## src/rtl/imm_decode_buf_if.sv

```systemverilog
// imm_decode_buf_pkg / imm_decode_buf_if
// Shared types and the handshake bundle for the RV32 immediate-decode buffer.
//   master : instruction source + result sink (drives in_*, flush, out_ready)
//   slave  : the buffer (drives in_ready, out_*)
package imm_decode_buf_pkg;
  typedef logic [31:0] instr_t;

  typedef enum logic [2:0] {
    I_TYPE     = 3'd0,
    S_TYPE     = 3'd1,
    B_TYPE     = 3'd2,
    U_TYPE     = 3'd3,
    J_TYPE     = 3'd4,
    CSR_I_TYPE = 3'd5
  } instr_format_t;

  // One buffered, already-decoded instruction.
  typedef struct packed {
    instr_t        instr;
    logic [31:0]   pc;
    instr_format_t fmt;
    logic [31:0]   imm;
    logic          illegal;
  } entry_t;
endpackage

interface imm_decode_buf_if;
  logic                              in_valid;
  logic                              in_ready;
  imm_decode_buf_pkg::instr_t        in_instr;
  logic [31:0]                       in_pc;
  logic                              flush;
  logic                              out_valid;
  logic                              out_ready;
  imm_decode_buf_pkg::instr_t        out_instr;
  logic [31:0]                       out_pc;
  imm_decode_buf_pkg::instr_format_t out_format;
  logic [31:0]                       out_imm;
  logic                              out_illegal;

  modport master (
    output in_valid, in_instr, in_pc, flush, out_ready,
    input  in_ready, out_valid, out_instr, out_pc, out_format, out_imm, out_illegal
  );

  modport slave (
    input  in_valid, in_instr, in_pc, flush, out_ready,
    output in_ready, out_valid, out_instr, out_pc, out_format, out_imm, out_illegal
  );
endinterface

```

## src/rtl/imm_decode_buf.sv

```systemverilog
// imm_decode_buf
// Two-entry in-order instruction buffer that decodes the RV32 immediate format
// and value on the way in, so the stored entries already carry format/imm/illegal.
// Ports:
//   clk, rst  : clock, asynchronous active-high reset
//   bus.slave : in_valid/in_ready/in_instr/in_pc/flush (upstream),
//               out_valid/out_ready/out_instr/out_pc/out_format/out_imm/out_illegal (downstream)
// Parameter ZICSR_EN: when 0, SYSTEM opcodes other than funct3=000 are illegal.
module imm_decode_buf
  import imm_decode_buf_pkg::*;
#(
  parameter bit ZICSR_EN = 1'b1
) (
  input  logic              clk,
  input  logic              rst,
  imm_decode_buf_if.slave   bus
);

  typedef enum logic [1:0] {EMPTY = 2'd0, ONE = 2'd1, FULL = 2'd2} state_t;

  state_t state, state_nx;
  entry_t head, slot1, dec;
  logic   in_ready_q;
  logic   accept, pop;
  logic   ld_head_in, ld_head_s1, ld_s1_in;

  function automatic entry_t decode(instr_t i, logic [31:0] pc);
    entry_t e;
    e.instr   = i;
    e.pc      = pc;
    e.fmt     = I_TYPE;
    e.imm     = '0;
    e.illegal = 1'b0;
    case (i[6:0])
      7'b0110111, 7'b0010111: begin
        e.fmt = U_TYPE;
        e.imm = {i[31:12], 12'b0};
      end
      7'b1101111: begin
        e.fmt = J_TYPE;
        e.imm = {{11{i[31]}}, i[31], i[19:12], i[20], i[30:21], 1'b0};
      end
      7'b1100111, 7'b0000011, 7'b0010011, 7'b0001111: begin
        e.imm = {{20{i[31]}}, i[31:20]};
      end
      7'b1100011: begin
        e.fmt = B_TYPE;
        e.imm = {{19{i[31]}}, i[31], i[7], i[30:25], i[11:8], 1'b0};
      end
      7'b0100011: begin
        e.fmt = S_TYPE;
        e.imm = {{20{i[31]}}, i[31:25], i[11:7]};
      end
      7'b1110011: begin
        if (!ZICSR_EN && (i[14:12] != 3'b000)) begin
          e.illegal = 1'b1;
        end else if (i[14]) begin
          // CSRR*I: the rs1 field is a 5-bit unsigned immediate
          e.fmt = CSR_I_TYPE;
          e.imm = {27'b0, i[19:15]};
        end else begin
          e.imm = {{20{i[31]}}, i[31:20]};
        end
      end
      7'b0110011: ; // OP: legal, no immediate
      default: e.illegal = 1'b1;
    endcase
    return e;
  endfunction

  assign dec    = decode(bus.in_instr, bus.in_pc);
  assign accept = bus.in_valid && in_ready_q;
  assign pop    = (state != EMPTY) && bus.out_ready;

  always_ff @(posedge clk or posedge rst) begin
    if (rst) state <= EMPTY;
    else     state <= state_nx;
  end

  always_comb begin
    state_nx   = state;
    ld_head_in = 1'b0;
    ld_head_s1 = 1'b0;
    ld_s1_in   = 1'b0;
    case (state)
      EMPTY: if (accept) begin
        state_nx   = ONE;
        ld_head_in = 1'b1;
      end
      ONE: begin
        if (accept && pop) begin
          ld_head_in = 1'b1;           // new entry replaces the departing head
        end else if (accept) begin
          state_nx = FULL;
          ld_s1_in = 1'b1;
        end else if (pop) begin
          state_nx = EMPTY;
        end
      end
      FULL: if (pop) begin
        state_nx   = ONE;
        ld_head_s1 = 1'b1;
      end
      default: state_nx = EMPTY;
    endcase
    // Flush drops everything, including whatever moved this cycle.
    if (bus.flush) begin
      state_nx   = EMPTY;
      ld_head_in = 1'b0;
      ld_head_s1 = 1'b0;
      ld_s1_in   = 1'b0;
    end
  end

  always_ff @(posedge clk or posedge rst) begin
    if (rst) begin
      head       <= '0;
      slot1      <= '0;
      in_ready_q <= 1'b1;
    end else begin
      if (ld_head_in)      head <= dec;
      else if (ld_head_s1) head <= slot1;
      if (ld_s1_in)        slot1 <= dec;
      // Registered ready tracks the next state so it equals (state != FULL).
      in_ready_q <= (state_nx != FULL);
    end
  end

  assign bus.in_ready    = in_ready_q;
  assign bus.out_valid   = (state != EMPTY);
  assign bus.out_instr   = head.instr;
  assign bus.out_pc      = head.pc;
  assign bus.out_format  = head.fmt;
  assign bus.out_imm     = head.imm;
  assign bus.out_illegal = head.illegal;

endmodule

```

## src/flat_wrapper.sv

```systemverilog
// flat-port wrapper written by rule: the top's interface ports become plain ports
module imm_decode_buf_flat import imm_decode_buf_pkg::*;
#(
  parameter bit ZICSR_EN = 1'b1
)
  (clk, rst, bus_in_valid, bus_in_instr, bus_in_pc, bus_flush, bus_out_ready, bus_in_ready, bus_out_valid, bus_out_instr, bus_out_pc, bus_out_format, bus_out_imm, bus_out_illegal);
  imm_decode_buf_if bus_i ();
  input  logic clk;
  input  logic rst;
  input wire logic [$bits(bus_i.in_valid)-1:0] bus_in_valid;
  input wire logic [$bits(bus_i.in_instr)-1:0] bus_in_instr;
  input wire logic [$bits(bus_i.in_pc)-1:0] bus_in_pc;
  input wire logic [$bits(bus_i.flush)-1:0] bus_flush;
  input wire logic [$bits(bus_i.out_ready)-1:0] bus_out_ready;
  output wire logic [$bits(bus_i.in_ready)-1:0] bus_in_ready;
  output wire logic [$bits(bus_i.out_valid)-1:0] bus_out_valid;
  output wire logic [$bits(bus_i.out_instr)-1:0] bus_out_instr;
  output wire logic [$bits(bus_i.out_pc)-1:0] bus_out_pc;
  output wire logic [$bits(bus_i.out_format)-1:0] bus_out_format;
  output wire logic [$bits(bus_i.out_imm)-1:0] bus_out_imm;
  output wire logic [$bits(bus_i.out_illegal)-1:0] bus_out_illegal;
  assign bus_i.in_valid = bus_in_valid;
  assign bus_i.in_instr = bus_in_instr;
  assign bus_i.in_pc = bus_in_pc;
  assign bus_i.flush = bus_flush;
  assign bus_i.out_ready = bus_out_ready;
  assign bus_in_ready = bus_i.in_ready;
  assign bus_out_valid = bus_i.out_valid;
  assign bus_out_instr = bus_i.out_instr;
  assign bus_out_pc = bus_i.out_pc;
  assign bus_out_format = bus_i.out_format;
  assign bus_out_imm = bus_i.out_imm;
  assign bus_out_illegal = bus_i.out_illegal;
  imm_decode_buf #(.ZICSR_EN(ZICSR_EN)) u_core (.clk(clk), .rst(rst), .bus(bus_i));
endmodule
```

## config.mk

```make
export PLATFORM = sky130hd
export DESIGN_NAME = imm_decode_buf_flat
export DESIGN_NICKNAME = d
export VERILOG_FILES = /design/src/rtl/imm_decode_buf_if.sv /design/src/rtl/imm_decode_buf.sv /design/src/flat_wrapper.sv
export SDC_FILE = /design/constraint.sdc
export NUM_CORES = 1
export LEC_CHECK = 0
export CORE_ASPECT_RATIO = 0.9
export CORE_MARGIN = 5
export CORE_UTILIZATION = 45
export CTS_CLUSTER_SIZE = 24
export DETAILED_ROUTE_END_ITERATION = 8
export PLACE_DENSITY = 0.74
export SLEW_MARGIN = 15
export SYNTH_ARGS = -nofsm -noshare
export SYNTH_HDL_FRONTEND = slang
export SYNTH_SLANG_ARGS = --single-unit
```

## constraint.sdc

```tcl
create_clock -name clk -period 7.8 [get_ports clk]
set_input_delay 2.34 -clock clk [delete_from_list [all_inputs] [get_ports clk]]
set_output_delay 2.34 -clock clk [all_outputs]
set_load 0.005 [all_outputs]
```

==> results.sh <==
export IMPL_status="complete, no violations"
export IMPL_design_die_area_um2=22200
export IMPL_ys_types=44
export IMPL_synthArstFlopShare=1.00
export IMPL_p_leak_uw=0.00540
export IMPL_worstPathCellList="clkdlybuf4s50_1 -> nand2b_1 -> or4_4 -> nor2_1 -> a21oi_1"
export IMPL_area_growth_pct=30.1
export IMPL_power_frac_clock=0.352
export IMPL_synth_cells=971
export IMPL_slowest_delay_ns=0.88
export IMPL_ys_ff_latch=203
export IMPL_core_area_um2=19100
export IMPL_antenna_cells=0
export IMPL_max_slew_margin=0.241
export IMPL_cts_tree="yes"
export IMPL_irDropWorstVdd_mv=0.136
export IMPL_initialDrtViolationCount=699
export IMPL_clkSinkCount=203
export IMPL_tightestPinTransition_ns=1.14
export IMPL_final_nets=1178
export IMPL_synth_most_common_cell="nand2_1"
export IMPL_vias=7373
export IMPL_drive_above_1_share=0.0524
export IMPL_routed_via_density=5.36
export IMPL_cts_clk_slew_worst_paths_ns=0.06
export IMPL_grtUsageTotal=0.214
export IMPL_layout_worst_path_cycle_share=0.590
export IMPL_ant_nets=0
export IMPL_setup_tns_ns=0
export IMPL_synth_edf_count=0
export IMPL_fmax_mhz=217
export IMPL_grt_ovfl_total=0
export IMPL_io_buffer_count=170
export IMPL_required_ns=8.14
export IMPL_crit_fanout=90
export IMPL_routed_wl_mm=23.8
export IMPL_ys_top_cells_by_count="407 x nand2_1, 202 x dfrtp_1, 62 x a21oi_1, 62 x a22oi_1, 50 x clkbuf_1"
export IMPL_synth_flop_cell="dfrtp_1"
export IMPL_comb_power_share=0.180
export IMPL_synth_area_leader_cell="dfrtp_1"
export IMPL_hold_slack_ns=0.475
export IMPL_cpMaxStageDelayCell="or4_4"
export IMPL_max_cap_violations=0
export IMPL_wl_per_cell_um=17.3
export IMPL_p_switching_uw=803
export IMPL_hold_viol=0
export IMPL_rsz0062_at_grt="false"
export IMPL_finalMaxSlewViolations=0
export IMPL_postCtsSetupBuffers=0
export IMPL_skew_ns=0.0130
export IMPL_netSwitchingFraction=0.266
export IMPL_cts_inserted_buffers=23
export IMPL_grt_max_degree=157
export IMPL_synth_top_cell_area_share=0.581
export IMPL_seq_area_frac_synth=0.584
export IMPL_critical_path_class="primary input to flop"
export IMPL_cp_end_kind="flop"
export IMPL_dr_pass1_iters=5
export IMPL_cts_buffer_depth=3
export IMPL_fp_row_count=48
export IMPL_p_int_uw=2220
export IMPL_setup_viol=0
export IMPL_start_kind="primary input"
export IMPL_gp_congestion=0.879
export IMPL_cts_root_buf="clkbuf_16"
export IMPL_postLayoutCoreUtil=0.593
export IMPL_antenna_found_initial=0
export IMPL_arrival_ns=4.94
export IMPL_insertion_delay_ns=0.50
export IMPL_grt_pass1_vias=7235
export IMPL_ys_warn_count=0
export IMPL_io_pins=171
export IMPL_hold_path_class="flop to flop"
export IMPL_die_w_um=157
export IMPL_start_util=0.455
export IMPL_p_seq_frac=0.467
export IMPL_syn_mean_instance_area_um2=8.96
export IMPL_cp_top_family="simple AND/OR/NAND/NOR gates"
export IMPL_grt_pass1_wl_mm=38.8
export IMPL_dp_hpwl_mm=14.8
export IMPL_fill_cells=1647
export IMPL_syn_cell_area_um2=8700
export IMPL_htree_levels=1
export IMPL_cp_num_buf_inv=1
export IMPL_synth_area_leaders="dfrtp_1 58%, nand2_1 18%, a22oi_1 5.4%"
export IMPL_cts_hold_buf=0
export IMPL_cts_resized_gates=0
export IMPL_die_h_um=142
export IMPL_synth_nets=1040
export IMPL_period_minus_slack_ns=4.60
export IMPL_power_density_nw_per_um2=267
export IMPL_drc=0
==> power groups by stage <==
stage,Sequential [uW],Combinational (uW),Clock [uW]
after CTS,1410,552,1090
after floorplan,1400,254,0
after detailed placement,1420,547,0
final,1410,545,1060
after global routing,1440,615,1140
after global placement,1420,530,0
==> final cells by class <==
class	count	area, um2	share of cell area
multi-input cells	698	3360	0.297
clock buffers	28	634	0.0560
inverters	6	26.3	0.00232
repair buffers	177	1780	0.157
clock inverters	13	124	0.0109
well taps	250	313	0.0276
flip-flops and latches	203	5080	0.449
==> cell families after synthesis <==
family                 after synthesis  share of synthesized area
XOR/XNOR                             1                    0.00101
buffers and inverters               70                     0.0328
flip-flops                         203                      0.584
multiplexers                         7                    0.00820
AO/OA/AOI/OAI                      181                      0.137
AND/OR/NAND/NOR                    509                      0.237
==> registers in the layout, summed over array words and instances, names as in the netlist <==
register	count
u_core.slot1	100
u_core.bus.out_imm	32
u_core.bus.out_instr	32
u_core.bus.out_pc	32
u_core.bus.out_format	3
u_core.state	2
u_core.bus.in_ready	1
u_core.bus.out_illegal	1
==> layer usage <==
layer | vias up | wire length [um] | part of all wire | track usage
met2 | 275 | 10800 | 0.45 | 0.322
met4 | 0 | 552 | 0.023 | 0.0534
met3 | 42 | 1830 | 0.077 | 0.0457
li1 | 3509 | - | - | -
met5 | - | 0 | 0 | 0
met1 | 3547 | 10700 | 0.45 | 0.317
==> through the flow <==
step | instance area, um2 | std cells | setup WS (ns) | total power [uW]
floorplan | 8700 | 971 | 2.83 | 1660
global placement | 10500 | 1333 | 2.80 | 1950
detailed placement | 10500 | 1333 | 2.72 | 1970
CTS | 11300 | 1374 | 3.21 | 3050
global route | 11300 | 1375 | 3.06 | 3190
finish | 11300 | 1375 | 3.20 | 3020
==> tightest hold or removal path, delay by kind of cell, from the launching register on <==
| kind | cells | cell delay (ns) |
|---|---|---|
| AND/OR/NAND/NOR | 2 | 0.11 |
| flip-flops | 1 | 0.34 |
==> cell usage in the layout, fill, tap and decap left out, types with 9 or more instances in the layout <==
master and n:
a22oi_1 62, dfrtp_1 202, nor2_1 41, a21oi_1 62, clkbuf_16 23, o21ai_0 19
and3_1 9, a32oi_1 11, a211o_1 10, nand3_1 12, clkdlybuf4s50_1 170, nand2_1 407
==> final timing paths <==
kind | endpoint | slack [ns] | from | cells after the start
worst min register to register | u_core.bus.out_pc[14] | 0.48 | u_core.bus.out_pc[14] | 2
min in group asynchronous | u_core.slot1[22] | 2.19 | rst | 2
worst min-delay path | u_core.bus.out_pc[14] | 0.48 | u_core.bus.out_pc[14] | 2
max in group asynchronous | u_core.bus.out_instr[11] | 4.19 | rst | 4
worst max-delay path | u_core.slot1[31] | 3.20 | bus_out_ready | 5
worst max register to register | u_core.slot1[31] | 5.17 | u_core.bus.in_ready | 4
No activity file was read; power rests on OpenSTA's default activity.
